`config.mk`:
```
export PLATFORM = sky130hd
export DESIGN_NAME = alu_seq
export DESIGN_NICKNAME = d
export VERILOG_FILES = /design/src/rtl/alu_seq.sv
export SDC_FILE = /design/constraint.sdc
export NUM_CORES = 1
export LEC_CHECK = 0
export ABC_AREA = 0
export ABC_CLOCK_PERIOD_IN_PS = 4400
export CAP_MARGIN = 15
export CORE_ASPECT_RATIO = 1.1
export CORE_MARGIN = 2
export CORE_UTILIZATION = 25
export CTS_CLUSTER_DIAMETER = 200
export DETAILED_ROUTE_END_ITERATION = 10
export GPL_TIMING_DRIVEN = 1
export SYNTH_ARGS = -nofsm -noshare
export SYNTH_HDL_FRONTEND = slang
export SYNTH_SLANG_ARGS = --single-unit
```
`constraint.sdc`:
```
create_clock -name clk -period 4.4 [get_ports clk]
set_clock_uncertainty 0.15 [all_clocks]
set_input_delay 0.88 -clock clk [delete_from_list [all_inputs] [get_ports clk]]
set_output_delay 0.88 -clock clk [all_outputs]
set_load 0.005 [all_outputs]
```
`src/rtl/alu_seq.sv`:
```
// Sequential ALU: single-cycle add/sub/logic, iterative shift-add multiply and
// restoring divide. Divider present only when ALU_SEQ_DIV_EN is defined.
module alu_seq #(
   parameter int WIDTH = 32
) (
   input  logic               clk,
   input  logic               rst_n,
   input  logic               start,
   input  logic [WIDTH-1:0]   a,
   input  logic [WIDTH-1:0]   b,
   input  logic [2:0]         opcode,
   input  logic               mode,
   output logic               busy,
   output logic               done,
   output logic [2*WIDTH-1:0] out_alu,
   output logic               za,
   output logic               zb,
   output logic               eq,
   output logic               gt,
   output logic               lt,
   output logic               err
);

   localparam int CW = $clog2(WIDTH);

   typedef enum logic [1:0] {S_IDLE, S_ITER, S_FIN} state_t;

   typedef struct packed {
      logic za;
      logic zb;
      logic eq;
      logic gt;
      logic lt;
   } flags_t;

   localparam logic [2:0] OP_ADD = 3'd0;
   localparam logic [2:0] OP_SUB = 3'd1;
   localparam logic [2:0] OP_MUL = 3'd2;
   localparam logic [2:0] OP_DIV = 3'd3;

   function automatic flags_t cmp_flags(input logic [WIDTH-1:0] x, input logic [WIDTH-1:0] y);
      flags_t f;
      f.za = (x == '0);
      f.zb = (y == '0);
      f.eq = (x == y);
      f.gt = (x > y);
      f.lt = (x < y);
      return f;
   endfunction

   state_t             state_q, state_d;
   logic [CW-1:0]      cnt_q, cnt_d;
   logic [WIDTH-1:0]   a_q, a_d, b_q, b_d;
   logic [2*WIDTH-1:0] acc_q, acc_d;
   logic [2*WIDTH-1:0] out_alu_q, out_alu_d;
   flags_t             flags_q, flags_d;
   logic               err_q, err_d;
   logic               done_q, done_d;
   logic               busy_q, busy_d;

   // Single-cycle result straight from the ports, registered on the accepting edge.
   logic [WIDTH:0]     sum_w, diff_w;
   logic [WIDTH-1:0]   logic_res;
   logic [2*WIDTH-1:0] single_res;
   logic               single_err;

   assign sum_w  = {1'b0, a} + {1'b0, b};
   assign diff_w = {1'b0, a} - {1'b0, b};

   always_comb begin
      // NOTE: every variable gets a default first so no path through the case infers a latch.
      logic_res  = '0;
      single_res = '0;
      single_err = 1'b0;
      unique case (opcode)
         3'd0: logic_res = a & b;
         3'd1: logic_res = a | b;
         3'd2: logic_res = a ^ b;
         3'd3: logic_res = ~(a & b);
         3'd4: logic_res = ~(a | b);
         3'd5: logic_res = ~(a ^ b);
         3'd6: logic_res = ~a;
         3'd7: logic_res = a << b[CW-1:0];
      endcase
      if (mode) begin
         single_res = {{WIDTH{1'b0}}, logic_res};
      end else begin
         unique case (opcode)
            OP_ADD:  single_res = {{(WIDTH-1){1'b0}}, sum_w};
            OP_SUB:  single_res = {{(WIDTH-1){1'b0}}, diff_w};
            default: single_err = 1'b1;
         endcase
      end
   end

   // acc holds {partial product, remaining multiplier} for MUL.
   logic [WIDTH:0]     mul_sum;
   logic [2*WIDTH-1:0] mul_next, step_next;
   logic               step_err;

   assign mul_sum  = {1'b0, acc_q[2*WIDTH-1:WIDTH]} + (acc_q[0] ? {1'b0, a_q} : '0);
   assign mul_next = {mul_sum, acc_q[WIDTH-1:1]};

`ifdef ALU_SEQ_DIV_EN
   // acc holds {remainder, dividend/quotient}; B=0 naturally yields all-ones and rem=A.
   logic               is_div_q, is_div_d;
   logic [WIDTH:0]     div_shift, div_sub;
   logic               div_ge;
   logic [2*WIDTH-1:0] div_next;

   assign div_shift = acc_q[2*WIDTH-1:WIDTH-1];
   assign div_ge    = (div_shift >= {1'b0, b_q});
   assign div_sub   = div_shift - {1'b0, b_q};
   assign div_next  = {(div_ge ? div_sub[WIDTH-1:0] : div_shift[WIDTH-1:0]),
                       acc_q[WIDTH-2:0], div_ge};
   assign step_next = is_div_q ? div_next : mul_next;
   assign step_err  = is_div_q & (b_q == '0);
`else
   assign step_next = mul_next;
   assign step_err  = 1'b0;
`endif

   always_comb begin
      state_d   = state_q;
      cnt_d     = cnt_q;
      a_d       = a_q;
      b_d       = b_q;
      acc_d     = acc_q;
      out_alu_d = out_alu_q;
      flags_d   = flags_q;
      err_d     = err_q;
      done_d    = 1'b0;
`ifdef ALU_SEQ_DIV_EN
      is_div_d  = is_div_q;
`endif
      unique case (state_q)
         S_IDLE: begin
            if (start) begin
               a_d = a;
               b_d = b;
               if (!mode && opcode == OP_MUL) begin
                  acc_d   = {{WIDTH{1'b0}}, b};
                  cnt_d   = CW'(WIDTH - 1);
                  state_d = S_ITER;
`ifdef ALU_SEQ_DIV_EN
                  is_div_d = 1'b0;
               end else if (!mode && opcode == OP_DIV) begin
                  acc_d    = {{WIDTH{1'b0}}, a};
                  cnt_d    = CW'(WIDTH - 1);
                  state_d  = S_ITER;
                  is_div_d = 1'b1;
`endif
               end else begin
                  out_alu_d = single_res;
                  err_d     = single_err;
                  flags_d   = cmp_flags(a, b);
                  done_d    = 1'b1;
                  state_d   = S_FIN;
               end
            end
         end
         S_ITER: begin
            acc_d = step_next;
            cnt_d = cnt_q - 1'b1;
            if (cnt_q == '0) begin
               out_alu_d = step_next;
               err_d     = step_err;
               flags_d   = cmp_flags(a_q, b_q);
               done_d    = 1'b1;
               state_d   = S_FIN;
            end
         end
         S_FIN:   state_d = S_IDLE;
         default: state_d = S_IDLE;
      endcase
      busy_d = (state_d != S_IDLE);
   end

   always_ff @(posedge clk or negedge rst_n) begin
      if (!rst_n) begin
         // NOTE: datapath registers are reset too, so a mid-operation reset leaves no stale result.
         state_q   <= S_IDLE;
         cnt_q     <= '0;
         a_q       <= '0;
         b_q       <= '0;
         acc_q     <= '0;
         out_alu_q <= '0;
         flags_q   <= '0;
         err_q     <= 1'b0;
         done_q    <= 1'b0;
         busy_q    <= 1'b0;
`ifdef ALU_SEQ_DIV_EN
         is_div_q  <= 1'b0;
`endif
      end else begin
         // NOTE: non-blocking assignments so every flop samples the pre-edge values.
         state_q   <= state_d;
         cnt_q     <= cnt_d;
         a_q       <= a_d;
         b_q       <= b_d;
         acc_q     <= acc_d;
         out_alu_q <= out_alu_d;
         flags_q   <= flags_d;
         err_q     <= err_d;
         done_q    <= done_d;
         busy_q    <= busy_d;
`ifdef ALU_SEQ_DIV_EN
         is_div_q  <= is_div_d;
`endif
      end
   end

   assign busy    = busy_q;
   assign done    = done_q;
   assign out_alu = out_alu_q;
   assign err     = err_q;
   assign za      = flags_q.za;
   assign zb      = flags_q.zb;
   assign eq      = flags_q.eq;
   assign gt      = flags_q.gt;
   assign lt      = flags_q.lt;

endmodule
```
==> impl_metrics.json <==
{
  "status": "completed",
  "seqPwrFrac_pct": 31.8,
  "dpl.cell_count": 3536,
  "tns_ns": 0,
  "ys_types": 73,
  "drtAntennaViolNets": 0,
  "ir_drop_mv": 0.320,
  "setup.worst_path.end_class": "flip-flop",
  "final_util_pct": 32.3,
  "critPathLaunchType": "primary input",
  "die_h_um": 289,
  "grt_pass1_wl_mm": 122,
  "ys.flop_type": "dfrtp_1",
  "grt_max_degree": 81,
  "worst-path-max-fanout": 8,
  "drive_gt1_share_pct": 16.0,
  "power_frac_comb_pct": 42.5,
  "r2r-end": "acc_q[62]$_DFFE_PN0P_",
  "final_cells": 3585,
  "avgSynthCellArea_sq_um": 7.96,
  "hpwl_mm": 63.5,
  "synth_area_sq_um": 18400,
  "num-nets-final": 2867,
  "tightestPinTransition_ns": 0.718,
  "yosysSeqAreaShare_pct": 28.1,
  "p_int_w": 0.00556,
  "grt-ovfl-total": 0,
  "slew_viol_final": 0,
  "antennaDiodeCount": 0,
  "antenna_found_initial": 1,
  "synth_top_cells_by_count": "nand2_1, dfrtp_1, nor2_1, o21ai_0, ha_1",
  "rsz0062_at_grt": "false",
  "cts_sinks": 207,
  "io_pins": 143,
  "h-tree-depth": 1,
  "synth-edff-count": 0,
  "yosysMostFrequentCell": "nand2_1",
  "power.leakage_nw": 10.6,
  "r2r_slack_ns": 0.64,
  "grtUsageTotal_pct": 20.9,
  "maxSlewHeadroom_pct": 52.1,
  "dpl-instance-area_sq_um": 22600,
  "synthArstFlopShare_pct": 100,
  "chipWidth_um": 263,
  "drc_errors": 0,
  "area_delta_synth_final_pct": 28.1,
  "yosys_warnings": 0,
  "p_sw_share_pct": 39.1,
  "vias": 19400,
  "grt_pass1_vias": 19000,
  "critPathArrivalTime_ns": 4.56,
  "syn-num-nets": 2569,
  "cts.clk_slew.worst_paths_ns": 0.06,
  "totalWireLength_mm": 81.2,
  "r2r_start": "acc_q[0]$_DFFE_PN0P_",
  "worstPathRequired_ns": 4.73,
  "setup_violations": 0,
  "cpPeakStageDelay_ns": 0.61,
  "port_buffers": 142,
  "cts_root_buf": "clkbuf_16",
  "numCtsBuffers": 27,
  "synthCells": 2313,
  "ys_seq_elements": 207,
  "path_cells": "clkdlybuf4s50_1 -> inv_1 -> ha_1 -> nor2b_1 -> or2_1 -> a211o_1 -> a211oi_2 -> a21oi_1 -> a21o_1 -> a311o_1 -> a221oi_2 -> o21a_1 -> o21ai_1",
  "cts_tree": "yes",
  "cts.path.max_buffers": 3,
  "finalInstanceArea_sq_um": 23600,
  "core_area_sq_um": 73100,
  "crit_type": "primary input to flip-flop",
  "finalWeightedCongestion": 0.979,
  "p_sw_w": 0.00356,
  "synth_area_leaders": "dfrtp_1, ha_1, nand2_1, o21ai_0, a21oi_1",
  "clkPwrFrac_pct": 25.7,
  "post_cts_buffers": 0,
  "clk_latency_ns": 0.60,
  "via_per_inst": 5.42,
  "max_cap_viol_count": 0,
  "wl_per_cell_um": 22.7,
  "drt_iter0_drc": 1667,
  "finalCritPeriodShare_pct": 96.3,
  "reg2reg_depth": 12,
  "firstDrtPassIters": 6,
  "min_period_ns": 4.24,
  "slowest_stage": "clkdlybuf4s50_1",
  "hold_viol_final": 0,
  "powerDensity_nw_per_um2": 387,
  "hold_path_class": "primary input to asynchronous set/reset pin",
  "yosysTopAreaCellShare_pct": 28.1,
  "yosysTopAreaCell": "dfrtp_1",
  "dieArea_sq_um": 75900,
  "max_freq_mhz": 236,
  "fp-row-count": 104,
  "start_util_pct": 25.2
}
## cells in the final DEF, fill, tap and decap left out, types with 15 or more instances in the layout
| cell type | n |
|---|---|
| dfrtp_1 | 207 |
| o211ai_1 | 33 |
| o31ai_1 | 16 |
| nand2b_1 | 19 |
| clkdlybuf4s50_1 | 136 |
| nor4_1 | 36 |
| buf_4 | 285 |
| o21bai_1 | 15 |
| mux2i_1 | 34 |
| a211oi_1 | 21 |
| a21o_1 | 44 |
| a21oi_1 | 160 |
| nand2_1 | 274 |
| clkbuf_16 | 27 |
| nor3_1 | 31 |
| nor2_1 | 189 |
| a22oi_1 | 30 |
| ha_1 | 182 |
| inv_1 | 139 |
| xnor2_1 | 20 |
| and2_1 | 35 |
| mux4_2 | 18 |
| o21ai_0 | 190 |
| o21ai_1 | 36 |
| nand3_1 | 43 |
| mux2_2 | 40 |
| o221ai_1 | 57 |
| a31oi_1 | 26 |
| nand4_1 | 32 |
| a41oi_1 | 16 |
| o22ai_1 | 44 |
## worst max-delay path: cells and delay by family
family | cells | cell delay, ns
AO/OA/AOI/OAI | 8 | 2.15
buffers and inverters | 2 | 0.73
adder cells (fa/ha/maj) | 1 | 0.45
AND/OR/NAND/NOR | 2 | 0.34
## metal layers
metal / wire, um / GRT usage [%] / vias up
met5: 13 / 0 / -
met4: 3830 / 9.14 / 2
met3: 5780 / 3.62 / 184
met2: 37400 / 35.0 / 823
met1: 34200 / 26.5 / 9378
li1: - / - / 9060
## how the worst max path moves through the flow
stage	depth (start not counted)	endpoint	slack, ns	startpoint
final	13	gt$_DFFE_PN0P_	0.16	b[4]
after global routing	17	out_alu[24]$_DFFE_PN0P_	0.005	a[0]
after CTS	13	lt$_DFFE_PN0P_	0.01	b[11]
after detailed placement	13	lt$_DFFE_PN0P_	-0.59	b[11]
after global placement	13	lt$_DFFE_PN0P_	-0.48	a[11]
after floorplan	15	out_alu[29]$_DFFE_PN0P_	0.03	b[3]
## power groups by stage
stage | clock network (W) | registers (W) | logic, W
after floorplan | 0 | 0.00278 | 0.00235
after global placement | 0 | 0.00292 | 0.00381
after detailed placement | 0 | 0.00293 | 0.00383
after CTS | 0.00240 | 0.00291 | 0.00385
after global routing | 0.00247 | 0.00299 | 0.00429
final | 0.00234 | 0.00290 | 0.00387
## repair_timing
action | 4_1_cts | 5_1_grt
hold buffers | 0 | 0
endpoints found under the hold margin | 0 | 0
resized for setup | 0 | 4
setup endpoints to repair | 0 | 9
## kinds of logic after synthesis
logic type	after synthesis	synth area share, %
AO/OA/AOI/OAI	790	27.8
AND/OR/NAND/NOR	700	17.1
buffers and inverters	306	6.28
flip-flops	207	28.1
adder cells (fa/ha/maj)	185	12.7
multiplexers	92	6.49
XOR/XNOR	33	1.57
## state kept, by name (all words and copies together), names as in the netlist, 2 cells and up
name,count
acc_q,64
out_alu,64
a_q,32
b_q,32
cnt_q,5
state_q,2
## cell type report
type	count	area (sq um)
fill	7730	49500
multi-input combinational	1800	12100
sequential	207	5180
timing repair buffer	430	3600
tap	954	1190
clock buffer	32	734
inverter	145	544
clock inverter	17	199
## through the flow
stage	setup WS, ns	power [W]	hold WS, ns
global route	0.00478	0.00974	0.197
global placement	-0.475	0.00673	0.300
floorplan	0.0275	0.00513	0.295
finish	0.161	0.00912	0.155
CTS	0.0106	0.00917	0.159
detailed placement	-0.590	0.00677	0.308
Power figures use the tool's default switching activity.
